File: src/rtl/instr_sequencer.sv
// instr_sequencer: fetches 8-bit instruction words from program memory over a
// req/ack handshake and issues each opcode/operand pair to the CPU controller
// for exactly one cycle. The run starts at address 0 and stops after a HALT
// opcode has been issued.
module instr_sequencer #(
  parameter int          ADDR_W  = 4,
  parameter logic [3:0]  HALT_OP = 4'b1111
) (
  input  logic              clk,
  input  logic              rst_n,
  input  logic              start,
  output logic              mem_req,
  output logic [ADDR_W-1:0] mem_addr,
  input  logic              mem_ack,
  input  logic [7:0]        mem_rdata,
  output logic [3:0]        opcode,
  output logic [3:0]        operand,
  output logic              issue_valid,
  output logic [ADDR_W-1:0] pc,
  output logic              busy,
  output logic              halted
);

  typedef enum logic [1:0] {
    IDLE   = 2'd0,
    FETCH  = 2'd1,
    ISSUE  = 2'd2,
    HALTED = 2'd3
  } state_t;

  state_t            state;
  logic [7:0]        ir;
  logic [ADDR_W-1:0] pc_q;

  // Sequencer FSM: state, program counter and instruction register.
  always_ff @(posedge clk) begin
    if (!rst_n) begin
      state <= IDLE;
      pc_q  <= '0;
      ir    <= 8'h00;
    end else begin
      case (state)
        IDLE, HALTED: begin
          if (start) begin
            state <= FETCH;
            pc_q  <= '0;
          end
        end
        FETCH: begin
          if (mem_ack) begin
            ir    <= mem_rdata;
            state <= ISSUE;
          end
        end
        ISSUE: begin
          if (ir[7:4] == HALT_OP) begin
            state <= HALTED;
          end else begin
            pc_q  <= pc_q + ADDR_W'(1);
            state <= FETCH;
          end
        end
        default: state <= IDLE;
      endcase
    end
  end

  // Outputs decoded only from registered state, so memory inputs never reach an output combinationally.
  always_comb begin
    mem_req     = (state == FETCH);
    issue_valid = (state == ISSUE);
    busy        = (state == FETCH) || (state == ISSUE);
    halted      = (state == HALTED);
    opcode      = (state == ISSUE) ? ir[7:4] : 4'b0000;
    operand     = (state == ISSUE) ? ir[3:0] : 4'b0000;
    mem_addr    = pc_q;
    pc          = pc_q;
  end

endmodule

File: config.mk
export PLATFORM = sky130hd
export DESIGN_NAME = instr_sequencer
export DESIGN_NICKNAME = d
export VERILOG_FILES = /design/src/rtl/instr_sequencer.sv
export SDC_FILE = /design/constraint.sdc
export NUM_CORES = 1
export LEC_CHECK = 0
export BUFFER_PORTS_ARGS = -buffer_cell sky130_fd_sc_hd__clkbuf_2
export CAP_MARGIN = 20
export CORE_MARGIN = 8
export CORE_UTILIZATION = 45
export DETAILED_ROUTE_END_ITERATION = 7
export GPL_TIMING_DRIVEN = 0
export PLACE_DENSITY = 0.79
export SLEW_MARGIN = 20
export SYNTH_ARGS = -nofsm -noshare
export SYNTH_HDL_FRONTEND = slang
export SYNTH_SLANG_ARGS = --single-unit
File: constraint.sdc
create_clock -name clk -period 1.7 [get_ports clk]
set_input_delay 0.17 -clock clk [delete_from_list [all_inputs] [get_ports clk]]
set_output_delay 0.17 -clock clk [all_outputs]
set_load 0.02 [all_outputs]
# Word-level counts from Yosys, hierarchy flattened
# Index checks and enable logic that the tools add are counted.
[totals]
regBits = 14
wordCells = 27
out_inout_bits = 20
inputBits = 12
[op_classes]
muxes = 9
n_addsub = 1
eq_ne = 7
n_reduce_logical = 7
[ops]
columns = ["cell", "count"]
rows = [
  ["two-way mux 4 bit", 4],
  ["one-hot mux 4 bit (2 select lines)", 1],
  ["two-way mux 2 bit", 3],
  ["one-hot mux 2 bit (3 select lines)", 1],
  ["adder 4 x 1 -> 4 bit (second input constant)", 1],
  ["== test 2 bit (second input constant)", 2],
  ["== test 4 bit (second input constant)", 1],
  ["inequality test 2 bit (second input constant)", 2],
  ["AND reduction 2 bit", 2],
  ["AND reduction 3 bit", 1],
  ["== test 2 x 1 -> 1 bit (second input constant)", 1],
  ["logical NOT 2 bit", 1],
  ["inequality test 2 x 1 -> 1 bit (second input constant)", 1],
  ["nonzero test 2 bit", 1],
  ["OR reduction 2 bit", 1],
  ["logical OR 1 bit", 1],
]

# Depth between registers and ports, before layout
[logic_depth]
ltp_word = 4
ltp_mapped = 6

# Worst setup path after synthesis
# OpenSTA, ideal clock, no wires.
[synth_timing]
path_kind = "register -> register"
from = "register state[0]"
to = "register pc_q[1], in the netlist mem_addr[1]"
path_slack_ns = 0.186
setup_ns = 0.075
t_arrival_ns = 1.439
synth_period_minus_slack_ns = 1.514
path_buffers = 0
stages_incl_launch_ff = 6
cell_sequence = "dfxtp_1 inv_1 ha_1 nor2b_1 or3b_4 o22ai_1"
[synth_via]
elab_chain_cells = 4
word_cells_on_any_way = 9
cone_classes = "eq/ne (4); mux (1); reduce/logical (4)"
[synth_rtl]
columns = ["element", "line", "text"]
rows = [
  ["start: declaration", "31", "state_t state;"],
  ["start signal: assignment", "38", "state <= IDLE;"],
  ["start signal: assignment", "45", "state <= FETCH;"],
  ["start signal: assignment", "52", "state <= ISSUE;"],
  ["== test 2 bit or logical NOT 2 bit (tied branches)", "42", "case (state)"],
  ["OR reduction 2 bit", "42", ""],
  ["inequality test 2 bit (no line) or nonzero test 2 bit (tied branches)", "n/a", ""],
  ["AND reduction 3 bit (no line)", "n/a", ""],
  ["end signal: assignment", "59", "pc_q <= pc_q + ADDR_W'(1);"],
  ["end: declaration", "33", "logic [ADDR_W-1:0] pc_q;"],
]
# Parallel ways exist; a longest one is shown, timed or not.
# A chain may end at the register's enable or synchronous reset.

# Worst setup path after layout
[layout_timing]
from = "register state[0]"
to = "output opcode[0]"
[layout_via]
elab_chain_cells = 2
[layout_rtl]
columns = ["element", "line", "text"]
rows = [
  ["== test 2 bit", "74", "opcode = (state == ISSUE) ? ir[7:4] : 4'b0000;"],
  ["two-way mux 4 bit", "74", ""],
  ["end: declaration", "16", "output logic [3:0] opcode,"],
]
# Every way passes these cells.

==> impl_metrics.csv <==
group,metric,value,unit
run_status,status,"finished clean",
critical_path,master_of_the_slowest_instance_on_the_critical_path,"sky130_fd_sc_hd__dfxtp_2",
cells_and_area,p_r_area_growth_vs_syn,27.7,%
sta,final_period_minus_worst_setup_slack,1.59,ns
global_route,grt_max_degree,11,
cells_and_area,final_nets,144,
yosys,post_synth_most_frequent_cells,"14 x sky130_fd_sc_hd__dfxtp_1, 10 x sky130_fd_sc_hd__nand2_1, 9 x sky130_fd_sc_hd__nand3_1, 8 x sky130_fd_sc_hd__a21boi_0, 8 x sky130_fd_sc_hd__and2_1",
yosys,syn_avg_cell_area,8.50,um^2
detailed_routing,drc,0,
floorplan,placementRows,15,
critical_path,crit_fanout,10,
cells_and_area,layout.core_utilization,59.1,%
yosys,synthCells,92,
critical_path,worstPathCellList,"inv_1, ha_2, buf_4, and2_1, clkbuf_2",
sta,final-hold-violation-count,0,
critical_path,reg2reg_slack,0.15,ns
power,irDropWorstVdd,0.420,mV
power,finalPower,0.758,mW
global_route,first_pass_grt_wire_length,3320,um
sta,worstMarginPinSlew,0.376,ns
critical_path,critical_path_class,"flip-flop to primary output",
yosys,synth-seq-area-share,35.8,%
placement,preCtsSetupSlack,0.0538,ns
cts,clkTransAtPathRegs,0.09,ns
cts,cts-buffers-inserted,3,
sta,layout_worst_path_cycle_share,93.3,%
detailed_routing,drt_iter0_drc,7,
sta,slew_viol_final,0,
global_route,globalRoute.totalOverflow,0,
sta,final_layout_setup_total_negative_slack,0,ns
cts,clock-sinks,14,
floorplan,placeableCoreArea,1690,um^2
cts,tritoncts,"built",
detailed_routing,via_per_inst,5.38,
yosys,synth.distinct_cells,29,
power,power_density,760,nW/um^2
yosys,synth-main-ff-cell,"sky130_fd_sc_hd__dfxtp_1",
yosys,synthTopCellsByArea,"sky130_fd_sc_hd__dfxtp_1 36%, sky130_fd_sc_hd__ha_1 8.0%, sky130_fd_sc_hd__a21boi_0 7.7%",
cts,post-cts-setup-buffers,0,
cts,worst_skew_pair.late_latency,0.29,ns
critical_path,critPathCapture,"opcode[0]",
yosys,synthesis.nets,109,
critical_path,critPathLaunchType,"flip-flop",
cells_and_area,final-instance-count-excl-fill,143,
yosys,yosys.area.top_type,"sky130_fd_sc_hd__dfxtp_1",
critical_path,max_stage_delay,0.37,ns
yosys,synth-edff-count,0,
yosys,synth_largest_type_area_fraction,35.8,%
cts,clockRootBuffer,"sky130_fd_sc_hd__clkbuf_4",
critical_path,reg2regPathDepth,6,
floorplan,floorplan.initialDensity,46.3,%
sta,worst_setup_slack_after_layout,0.115,ns
cts,cts_htree_levels,1,
global_route,first_global_vias,806,
cells_and_area,fraction_of_final_layout_cells_sized_beyond_drive_strength_1,36.5,%
run,drv_cap,0,
sta,finalSetupViolations,0,
sta,relSlewSlack,74.9,%
detailed_routing,via_count,770,
critical_path,worstPathArrival,1.42,ns
yosys,synthesis.yosys.warnings,0,
global_route,grt_antenna_before_repair,0,
floorplan,die-width,57.7,um
yosys,synth_area,782,um^2
placement,finalWeightedCongestion,0.782,
critical_path,setup.worst_path.end_class,"primary output",
placement,place.port_buffers,30,
detailed_routing,wl_per_cell,13.1,um
cells_and_area,antenna-diode-count,0,
placement,place.detailed.hpwl,1430,um
critical_path,required,1.53,ns
power,leakagePower,0.473,nW
global_route,grt_util_all_layers,12.2,%
placement,dp.cells,139,
detailed_routing,final_antenna_net_count,0,
sta,unrepaired_setup_endpoints_after_global_routing,"no",
yosys,postSynth.asyncResetShare,0,%
critical_path,crit-reg2reg-capture,"state[1]$_SDFFE_PN0P_",
sta,timing.clock.skew,0.00109,ns
floorplan,design.die.area,3330,um^2
floorplan,io-pin-count,32,
critical_path,timing.rr.start,"state[1]$_SDFFE_PN0P_",
sta,fmax,631,MHz
floorplan,die_height,57.7,um
detailed_routing,wirelength,1880,um
critical_path,worstSetupStartpoint,"state[0]$_SDFFE_PN0P_",
cts,cts_buffer_depth,2,
yosys,ys_seq_elements,14,
hold_path,hold_class,"input pin to flip-flop",
yosys,synth.most_common_cell,"sky130_fd_sc_hd__dfxtp_1",
detailed_routing,drt_pre_antenna_iters,4,
[what timing repair did]
item,CTS,global route
pin swaps,0,0
setup endpoints to repair,8,10
resized for setup,3,3
hold buffers,0,0
[power breakdown]
part	switching, mW	internal [mW]
logic	0.0916	0.0607
registers	0.0129	0.347
clock network	0.116	0.130
[stage by stage]
stage	cell area (um^2)	hold slack [ns]
global placement	953	0.417
finish	998	0.116
floorplan	782	0.326
CTS	995	0.110
global route	998	0.111
detailed placement	953	0.423
[flip-flops by register name (all words and copies together), names as in the netlist]
signal    cells
state         2
mem_addr      4
ir            8
[layout make-up]
| class | instances | area, um^2 |
|---|---|---|
| Inverter | 7 | 26.3 |
| Multi-Input combinational cell | 63 | 430 |
| Fill cell | 161 | 691 |
| Sequential cell | 14 | 283 |
| Clock buffer | 4 | 36.3 |
| Tap cell | 17 | 21.3 |
| Timing Repair Buffer | 30 | 150 |
| Buffer | 8 | 51.3 |
[worst min-delay path by stage]
stage | cells past startpoint | from | end | slack [ns]
detailed placement | 3 | mem_rdata[5] | ir[5]$_SDFFE_PN0P_ | 0.42
global route | 3 | mem_rdata[3] | ir[3]$_SDFFE_PN0P_ | 0.11
CTS | 3 | mem_rdata[5] | ir[5]$_SDFFE_PN0P_ | 0.11
global placement | 3 | mem_rdata[6] | ir[6]$_SDFFE_PN0P_ | 0.42
finish | 3 | mem_rdata[5] | ir[5]$_SDFFE_PN0P_ | 0.12
floorplan | 2 | mem_rdata[0] | ir[0]$_SDFFE_PN0P_ | 0.33
[metal layers]
metal / wire length [um] / global-route usage (%) / vias to the layer above
met5: 0 / 0 / -
met4: 25 / 5.24 / 0
met3: 151 / 5.08 / 4
met2: 870 / 21.2 / 30
met1: 830 / 12.6 / 361
li1: - / - / 375
[critical path, delay by kind of cell, from the launching register on]
kind                       cells  cell delay [ns]
adders and majority gates      1             0.21
buffers and inverters          3             0.39
DFF                            1             0.37
and+or+nand+nor                1             0.16
[placed cells by master (no fill, tap or decap), types with 2 or more instances in the layout]
master	n
sky130_fd_sc_hd__clkbuf_2	30
sky130_fd_sc_hd__dfxtp_1	12
sky130_fd_sc_hd__nand2_1	10
sky130_fd_sc_hd__nand3_1	9
sky130_fd_sc_hd__and2_1	8
sky130_fd_sc_hd__a21boi_0	8
sky130_fd_sc_hd__inv_1	7
sky130_fd_sc_hd__buf_4	5
sky130_fd_sc_hd__ha_1	4
sky130_fd_sc_hd__clkbuf_4	3
sky130_fd_sc_hd__buf_2	2
sky130_fd_sc_hd__mux2i_1	2
sky130_fd_sc_hd__nor2b_1	2
sky130_fd_sc_hd__nor2_1	2
sky130_fd_sc_hd__o22ai_1	2
sky130_fd_sc_hd__dfxtp_2	2
[cell families (layout without fill, tap and decap cells)]
logic type | after synthesis | in the layout | synth area share, %
and+or+nand+nor | 37 | 37 | 26.1
AOI/OAI and AO/OA | 18 | 18 | 17.0
buffers and inverters | 15 | 49 | 9.44
DFF | 14 | 14 | 35.8
adders and majority gates | 5 | 5 | 8.00
muxes | 2 | 2 | 2.56
xor gates and xnor gates | 1 | 1 | 1.12
Note: power is estimated with default switching activity, not from simulation.
